==> config.mk <==
export PLATFORM = sky130hd
export DESIGN_NAME = fir_coeff_loader_flat
export DESIGN_NICKNAME = d
export VERILOG_FILES = /design/src/rtl/fir_pkg.sv /design/src/rtl/fir_coeff_loader_if.sv /design/src/rtl/fir_coeff_bank.sv /design/src/rtl/fir_coeff_loader.sv /design/src/flat_wrapper.sv
export SDC_FILE = /design/constraint.sdc
export NUM_CORES = 1
export LEC_CHECK = 0
export CORE_MARGIN = 2
export CORE_UTILIZATION = 30
export CTS_CLUSTER_SIZE = 8
export DETAILED_ROUTE_END_ITERATION = 10
export DONT_BUFFER_PORTS = 1
export GPL_TIMING_DRIVEN = 0
export MAX_ROUTING_LAYER = met4
export PLACE_DENSITY_LB_ADDON = 0.25
export SYNTH_ARGS = -nofsm -noshare
export SYNTH_HDL_FRONTEND = slang
export SYNTH_HIERARCHICAL = 1
export SYNTH_SLANG_ARGS = --single-unit
==> constraint.sdc <==
create_clock -name clk -period 4.7 [get_ports clk]
set_input_delay 0.47 -clock clk [delete_from_list [all_inputs] [get_ports clk]]
set_output_delay 0.47 -clock clk [all_outputs]
set_load 0.05 [all_outputs]
==> src/rtl/fir_pkg.sv <==
// Shared FIR definitions: default geometry, loader state encoding and a tap-slicing helper.
package fir_pkg;

    localparam int DEF_BITWIDTH = 16;
    localparam int DEF_N        = 16;
    localparam int DEF_IDXW     = 4;

    typedef enum logic [1:0] {
        IDLE      = 2'd0,
        LOAD      = 2'd1,
        WAIT_SWAP = 2'd2
    } ldr_state_e;

    // Tap i of a flat coefficient bus at the default geometry.
    function automatic logic [DEF_BITWIDTH-1:0] tap_slice(
        input logic [DEF_N*DEF_BITWIDTH-1:0] flat,
        input int unsigned                   i
    );
        return flat[i*DEF_BITWIDTH +: DEF_BITWIDTH];
    endfunction

endpackage

==> src/rtl/fir_coeff_loader_if.sv <==
// Coefficient stream (valid/ready/data) between an upstream source and the loader.
interface fir_coeff_loader_if
    import fir_pkg::*;
#(
    parameter int BITWIDTH = DEF_BITWIDTH
) ();

    logic                coef_valid;
    logic                coef_ready;
    logic [BITWIDTH-1:0] coef_data;

    modport master (output coef_valid, output coef_data, input  coef_ready);
    modport slave  (input  coef_valid, input  coef_data, output coef_ready);

endinterface

==> src/rtl/fir_coeff_bank.sv <==
// Shadow/active coefficient register banks; commit copies the whole shadow bank in one edge.
module fir_coeff_bank
    import fir_pkg::*;
#(
    parameter int BITWIDTH = DEF_BITWIDTH,
    parameter int N        = DEF_N,
    parameter int IDXW     = DEF_IDXW
) (
    input  logic                  clk,
    input  logic                  rst_n,
    input  logic                  we,
    input  logic [IDXW-1:0]       idx,
    input  logic [BITWIDTH-1:0]   data,
    input  logic                  commit,
    output logic [N*BITWIDTH-1:0] active_flat
);

    logic [N*BITWIDTH-1:0] shadow_q;
    logic [N*BITWIDTH-1:0] active_q;

    always_ff @(posedge clk or negedge rst_n) begin
        if (!rst_n) begin
            shadow_q <= '0;
            active_q <= '0;
        end else begin
            if (we) begin
                shadow_q[32'(idx)*BITWIDTH +: BITWIDTH] <= data;
            end
            if (commit) begin
                active_q <= shadow_q;
            end
        end
    end

    assign active_flat = active_q;

endmodule

==> src/rtl/fir_coeff_loader.sv <==
// Loads N coefficients into a shadow bank and swaps them into the active bank on swap_ok.
// Define COEF_CHECKSUM_EN to require a trailing wrapping-sum checksum word per set.
module fir_coeff_loader
    import fir_pkg::*;
#(
    parameter int BITWIDTH = DEF_BITWIDTH,
    parameter int N        = DEF_N,
    parameter int IDXW     = DEF_IDXW
) (
    input  logic                  clk,
    input  logic                  rst_n,
    input  logic                  load_start,
    input  logic                  swap_ok,
    fir_coeff_loader_if.slave     coef_s,
    output logic [N*BITWIDTH-1:0] coeffs_flat,
    output logic                  busy,
    output logic                  swap_pulse,
    output logic                  err
);

    localparam logic [IDXW-1:0] LAST_IDX = IDXW'(N - 1);

    ldr_state_e    state_q;
    logic [IDXW-1:0] idx_q;
    logic          ready_q;
    logic          busy_q;
    logic          pulse_q;
    logic          err_q;
`ifdef COEF_CHECKSUM_EN
    logic                chk_q;
    logic [BITWIDTH-1:0] sum_q;
`endif

    logic hs_d;
    logic shadow_we_d;
    logic commit_d;

    assign hs_d = ready_q && coef_s.coef_valid;
`ifdef COEF_CHECKSUM_EN
    assign shadow_we_d = hs_d && !load_start && !chk_q;
`else
    assign shadow_we_d = hs_d && !load_start;
`endif
    assign commit_d = (state_q == WAIT_SWAP) && swap_ok;

    always_ff @(posedge clk or negedge rst_n) begin
        if (!rst_n) begin
            state_q <= IDLE;
            idx_q   <= '0;
            ready_q <= 1'b0;
            busy_q  <= 1'b0;
            pulse_q <= 1'b0;
            err_q   <= 1'b0;
`ifdef COEF_CHECKSUM_EN
            chk_q   <= 1'b0;
            sum_q   <= '0;
`endif
        end else begin
            pulse_q <= 1'b0;
            case (state_q)
                IDLE: begin
                    if (load_start) begin
                        state_q <= LOAD;
                        idx_q   <= '0;
                        ready_q <= 1'b1;
                        busy_q  <= 1'b1;
                        err_q   <= 1'b0;
`ifdef COEF_CHECKSUM_EN
                        chk_q   <= 1'b0;
                        sum_q   <= '0;
`endif
                    end
                end
                LOAD: begin
                    // Abort outranks a same-cycle word: the set restarts from tap 0.
                    if (load_start) begin
                        idx_q <= '0;
                        err_q <= 1'b1;
`ifdef COEF_CHECKSUM_EN
                        chk_q <= 1'b0;
                        sum_q <= '0;
`endif
                    end else if (hs_d) begin
`ifdef COEF_CHECKSUM_EN
                        if (chk_q) begin
                            chk_q   <= 1'b0;
                            ready_q <= 1'b0;
                            if (coef_s.coef_data == sum_q) begin
                                state_q <= WAIT_SWAP;
                            end else begin
                                state_q <= IDLE;
                                busy_q  <= 1'b0;
                                err_q   <= 1'b1;
                            end
                        end else begin
                            sum_q <= sum_q + coef_s.coef_data;
                            if (idx_q == LAST_IDX) begin
                                chk_q <= 1'b1;
                            end else begin
                                idx_q <= idx_q + 1'b1;
                            end
                        end
`else
                        if (idx_q == LAST_IDX) begin
                            state_q <= WAIT_SWAP;
                            ready_q <= 1'b0;
                        end else begin
                            idx_q <= idx_q + 1'b1;
                        end
`endif
                    end
                end
                WAIT_SWAP: begin
                    if (swap_ok) begin
                        state_q <= IDLE;
                        busy_q  <= 1'b0;
                        pulse_q <= 1'b1;
                    end
                end
                default: begin
                    state_q <= IDLE;
                    ready_q <= 1'b0;
                    busy_q  <= 1'b0;
                end
            endcase
        end
    end

    fir_coeff_bank #(
        .BITWIDTH (BITWIDTH),
        .N        (N),
        .IDXW     (IDXW)
    ) u_bank (
        .clk         (clk),
        .rst_n       (rst_n),
        .we          (shadow_we_d),
        .idx         (idx_q),
        .data        (coef_s.coef_data),
        .commit      (commit_d),
        .active_flat (coeffs_flat)
    );

    assign coef_s.coef_ready = ready_q;
    assign busy              = busy_q;
    assign swap_pulse        = pulse_q;
    assign err               = err_q;

endmodule

==> src/flat_wrapper.sv <==
// flat-port wrapper written by rule: the top's interface ports become plain ports
module fir_coeff_loader_flat import fir_pkg::*;
#(
    parameter int BITWIDTH = DEF_BITWIDTH,
    parameter int N        = DEF_N,
    parameter int IDXW     = DEF_IDXW
)
  (clk, rst_n, load_start, swap_ok, coeffs_flat, busy, swap_pulse, err, coef_s_coef_valid, coef_s_coef_data, coef_s_coef_ready);
  fir_coeff_loader_if #(.BITWIDTH(BITWIDTH)) coef_s_i ();
  input  logic clk;
  input  logic rst_n;
  input  logic load_start;
  input  logic swap_ok;
  output logic [N*BITWIDTH-1:0] coeffs_flat;
  output logic busy;
  output logic swap_pulse;
  output logic err;
  input wire logic [$bits(coef_s_i.coef_valid)-1:0] coef_s_coef_valid;
  input wire logic [$bits(coef_s_i.coef_data)-1:0] coef_s_coef_data;
  output wire logic [$bits(coef_s_i.coef_ready)-1:0] coef_s_coef_ready;
  assign coef_s_i.coef_valid = coef_s_coef_valid;
  assign coef_s_i.coef_data = coef_s_coef_data;
  assign coef_s_coef_ready = coef_s_i.coef_ready;
  fir_coeff_loader #(.BITWIDTH(BITWIDTH), .N(N), .IDXW(IDXW)) u_core (.clk(clk), .rst_n(rst_n), .load_start(load_start), .swap_ok(swap_ok), .coef_s(coef_s_i), .coeffs_flat(coeffs_flat), .busy(busy), .swap_pulse(swap_pulse), .err(err));
endmodule
==> flow_summary.toml, run 1 <==
[outcome]
status = "finished with violations"
violations = "hold timing, slew limit"

[cts]
cts.hold.buffers_added = 13
clk_latency_ns = 0.59
cts_sinks = 522
cts_tree = "built"
cts_resized = 0
cts_setup_buffers = 0
cts_max_level = 3
clk_path_buf_depth = 3
clock_tree.root_cell = "clkbuf_16"
clk_pin_slew_ns = 0.05
cts_made_buffers = 75

[timing]
hold_viol = 522
min_period_over_period = 0.660
rsz0062_at_grt = "no"
max_freq_mhz = 322
relSlewSlack = -0.147
worstMarginPinSlew_ns = 1.72
period_needed_ns = 3.10
hold_ws_ns = -0.418
setup_viol = 0
finalSetupTns_ns = 0
fin_skew_ns = 0.0199
slew_violations = 163
setup_ws_ns = 1.60

[synth]
synth_flop_cell = "dfrtp_1"
mappedNetlistNets = 1309
ys_ff_latch = 522
synth-edff-count = 0
synthArstFlopShare = 1.00
syn-cell-area_um2 = 19700
ys_types = 49
syn_inst = 1285
yosysWarnings = 6
seq_area_frac_synth = 0.663
synth.avg_cell_area_um2 = 15.3

[floorplan]
die_area_um2 = 67700
rows = 93
initial_core_util = 0.304
die_x_um = 260
ioPinCount = 281
core_um2 = 64700
fp.dieH_um = 260

[finish]
final_layout_size_suffix_gt1_frac = 0.416
final_cells = 2238
layout.nets = 1399
synthToLayoutAreaGrowth_pct = 16.5

[place]
numPortBuffers = 0
place_ws_ns = 1.40
hpwl_mm = 36.8
routabilityCongestion = 0.754
placed_cells = 2140

[power]
finalPower_mw = 10.6
powerDensity_nw_per_um2 = 460
irDropWorstVdd_mv = 0.194
leakage_nw = 11.2

[worst_setup_path]
crit_start = "u_core/state_q[1]"
reg2reg_to = "u_core/u_bank/active_flat[80]"
worstPathRequired_ns = 5.17
r2r-start = "u_core/state_q[1]"
endpoint = "u_core/u_bank/active_flat[80]"
path_max_fanout = 10
reg2reg_slack_ns = 1.60
r2r_cells = 5
start_kind = "flip-flop"
crit_type = "reg2reg"
crit_path_end_kind = "flip-flop"
cp.arrival_ns = 3.57

[drt]
ant_nets = 0
via_count = 10700
drc_errors = 0
drt_iter0_markers = 615
firstDrtPassIters = 6
wirelength_mm = 55.6
viasPerCell = 4.76
wl_per_cell_um = 24.9

[grt]
grt_max_degree = 523
grt_usage = 0.170
grt_pass1_wl_mm = 80.3
grt-ovfl-total = 0
grt_pass1_vias = 11300
antenna_found_initial = 6

[hold_path]
hp-class = "in2async"

[flow_run]
maxCapViolations = 0
-- through the flow --
stage | util | cell area (um^2)
after floorplan | - | 19700
after global placement | 0.321 | 20800
after detailed placement | 0.321 | 20800
after CTS | 0.355 | 22900
after global routing | 0.355 | 22900
final | 0.355 | 22900
-- cells by family after synthesis --
| family | share of synthesized area |
|---|---|
| flip-flops | 0.663 |
| multiplexers | 0.254 |
| AND/OR/NAND/NOR | 0.0342 |
| AO/OA/AOI/OAI | 0.0266 |
| buffers and inverters | 0.0193 |
| adder cells (fa/ha/maj) | 0.00191 |
| XOR/XNOR | 0.000826 |
-- report_power, final --
group	total [mW]	switching, mW	leakage [nW]	internal [mW]
clock network	4.84	1.83	1.01	3.01
logic	0.668	0.327	2.97	0.341
registers	5.06	0.194	7.22	4.87
total	10.6	2.35	11.2	8.22
-- cells in the mapped netlist, drive strengths merged, types with 4 or more instances --
| cell type | instances | share of area |
|---|---|---|
| a31oi | 4 | 0.0013 |
| nand2 | 106 | 0.020 |
| buf | 27 | 0.0086 |
| dfrtp | 522 | 0.66 |
| nor2 | 11 | 0.0032 |
| clkbuf | 48 | 0.0092 |
| o21ai | 72 | 0.018 |
| o211ai | 4 | 0.0023 |
| mux2 | 443 | 0.25 |
| nor2b | 6 | 0.0022 |
| inv | 8 | 0.0015 |
-- cell type report --
type | instances | area [um^2]
tap | 855 | 1070
timing repair buffer | 13 | 130
clock buffer | 83 | 2040
clock inverter | 1 | 5.00
multi-input combinational | 680 | 6250
sequential | 522 | 13100
inverter | 8 | 30.0
antenna | 1 | 2.50
fill | 6222 | 41700
buffer | 75 | 350
-- critical path, stage by stage, from the launching register on --
cell and delay, ns:
dfrtp_1 0.46, or2b_1 0.27, nor2_1 0.43, clkbuf_1 0.69, clkbuf_1 0.70, mux2_2 0.42
-- flip-flops by register name, summed over array words and instances (netlist names) --
| signal | flops |
|---|---|
| u_core/swap_pulse | 1 |
| u_core/coef_s.coef_ready | 1 |
| u_core/idx_q | 4 |
| u_core/u_bank/active_flat | 256 |
| u_core/busy | 1 |
| u_core/state_q | 2 |
| u_core/err | 1 |
| u_core/u_bank/shadow_q | 256 |
-- routing by layer --
metal  GRT usage  wire length (um)  vias to the layer above
met5           -                 0                        -
li1            -                 -                     4638
met1       0.202             23000                     5655
met2       0.268             26700                      296
met3      0.0628              4820                       74
met4      0.0538              1060                        0
-- worst min-delay path by stage --
stage | cells after the start | endpoint | startpoint
after global routing | 0 | u_core/u_bank/shadow_q[169] | rst_n
after global placement | 0 | u_core/u_bank/shadow_q[169] | rst_n
after CTS | 0 | u_core/u_bank/shadow_q[169] | rst_n
after detailed placement | 0 | u_core/u_bank/shadow_q[169] | rst_n
after floorplan | 0 | u_core/busy | rst_n
final | 0 | u_core/u_bank/shadow_q[169] | rst_n
-- cells in the final DEF (no fill, tap or decap), drive strengths merged, types with 3 or more instances in the layout --
cell type	instances
dfrtp	522
buf	27
clkbuf	131
a31oi	4
ha	3
dlygate4sd3	13
inv	8
nand3	3
nand2	106
o211ai	4
o21ai	72
and3b	3
nor2b	6
mux2	443
nor2	11
No activity file was read; power rests on OpenSTA's default activity.
==> run 2, diff against run 1 <==
Clock period 4.7 ns to 3 ns, I/O delays scaled along.
==> flow_summary.toml, run 2 (synthesis results as in run 1) <==
[cts]
cts_sinks = 522
clk_latency_ns = 0.60
clock_tree.root_cell = "clkbuf_16"
cts.hold.buffers_added = 20
clk_path_buf_depth = 3
cts_max_level = 3
cts_tree = "built"
cts_made_buffers = 75
clk_pin_slew_ns = 0.05

[drt]
via_count = 10700
wl_per_cell_um = 24.9
firstDrtPassIters = 4
ant_nets = 0
viasPerCell = 4.75
wirelength_mm = 56.2
drt_iter0_markers = 596
drc_errors = 0

[floorplan]
core_um2 = 64700
die_x_um = 260
fp.dieH_um = 260
initial_core_util = 0.304
rows = 93
ioPinCount = 281
die_area_um2 = 67700

[grt]
grt_pass1_wl_mm = 81.0
grt-ovfl-total = 0
grt_pass1_vias = 11400
grt_usage = 0.172
grt_max_degree = 523
antenna_found_initial = 8

[worst_setup_path]
start_kind = "flip-flop"
crit_start = "u_core/idx_q[0]"
crit_type = "reg2reg"
r2r-start = "u_core/idx_q[0]"
cp.arrival_ns = 3.35
worstPathRequired_ns = 3.47
crit_path_end_kind = "flip-flop"
path_max_fanout = 10

[flow_run]
maxCapViolations = 0

[timing]
fin_skew_ns = 0.0143
finalSetupTns_ns = 0
setup_ws_ns = 0.122
period_needed_ns = 2.88
min_period_over_period = 0.959
hold_ws_ns = -0.590
relSlewSlack = -0.232
slew_violations = 200
setup_viol = 0
rsz0062_at_grt = "yes"
worstMarginPinSlew_ns = 1.85
max_freq_mhz = 347
hold_viol = 522

[place]
place_ws_ns = -0.303
numPortBuffers = 0
routabilityCongestion = 0.754
hpwl_mm = 36.8

[power]
powerDensity_nw_per_um2 = 717
leakage_nw = 11.3
irDropWorstVdd_mv = 0.304

[finish]
layout.nets = 1411
final_common_cell = "dfrtp_1"
final_layout_size_suffix_gt1_frac = 0.420
final_cell_mix = "dfrtp_1, mux2_2, nand2_1"
synthToLayoutAreaGrowth_pct = 17.3

[hold_path]
hp-class = "in2async"

[outcome]
status = "finished with violations"
violations = "hold timing, slew limit"
run 2: path summary, 6_finish.rpt:
| path | to | slack [ns] | depth (start not counted) |
|---|---|---|---|
| setup reg to reg | u_core/u_bank/shadow_q[14] | 0.12 | 7 |
| max in group asynchronous | u_core/u_bank/active_flat[87] | 2.12 | 0 |
| hold reg to reg | u_core/u_bank/shadow_q[213] | 0.47 | 2 |
| setup / recovery | u_core/u_bank/shadow_q[14] | 0.12 | 7 |
| hold / removal | u_core/u_bank/shadow_q[169] | -0.59 | 0 |
| min in group clk | u_core/u_bank/shadow_q[251] | 0.08 | 2 |
run 2: per-layer routing:
metal / vias up / GRT usage / share of wire
li1: 4665 / - / -
met1: 5673 / 0.203 / 0.41
met2: 284 / 0.270 / 0.48
met3: 81 / 0.0636 / 0.088
met4: 0 / 0.0576 / 0.022
met5: - / - / 0
run 2: critical path, stage by stage, from the launching register on:
cell      delay, ns
dfrtp_1        0.42
buf_6          0.17
nor3_1         0.30
ha_1           0.37
and4bb_2       0.34
nand4_2        0.45
buf_2          0.40
mux2_2         0.30
run 2: area by class of cell:
class / count / area (um^2)
Clock inverter: 1 / 5.00
Timing Repair Buffer: 25 / 238
Buffer: 75 / 358
Antenna cell: 5 / 12.5
Inverter: 8 / 30.0
Clock buffer: 83 / 2040
Tap cell: 855 / 1070
Sequential cell: 522 / 13100
Fill cell: 6219 / 41600
Multi-Input combinational cell: 680 / 6280
run 2: where the power goes:
group	switching [mW]	leakage (nW)	internal (mW)
sequential	0.303	7.22	7.63
combinational	0.528	3.05	0.540
clock	2.87	1.01	4.71
total	3.70	11.3	12.9
run 2: timing repair:
action,in CTS,in global routing
setup endpoints to repair,193,88
resized for setup,5,10
pin swaps,0,2
setup buffers,0,5
hold endpoints to repair,582,522
run 2: through the flow:
| stage | cell area (um^2) | cells | hold WS, ns | power [mW] | utilization |
|---|---|---|---|---|---|
| final | 23100 | 2254 | -0.590 | 16.6 | 0.357 |
| after global routing | 23100 | 2253 | -0.628 | 17.3 | 0.357 |
| after CTS | 23000 | 2244 | -0.628 | 16.9 | 0.356 |
| after detailed placement | 20800 | 2140 | 0.0248 | 9.08 | 0.321 |
| after global placement | 20800 | 2140 | 0.0220 | 9.02 | 0.321 |
| after floorplan | 19700 | 1285 | 0.00441 | 8.71 | - |
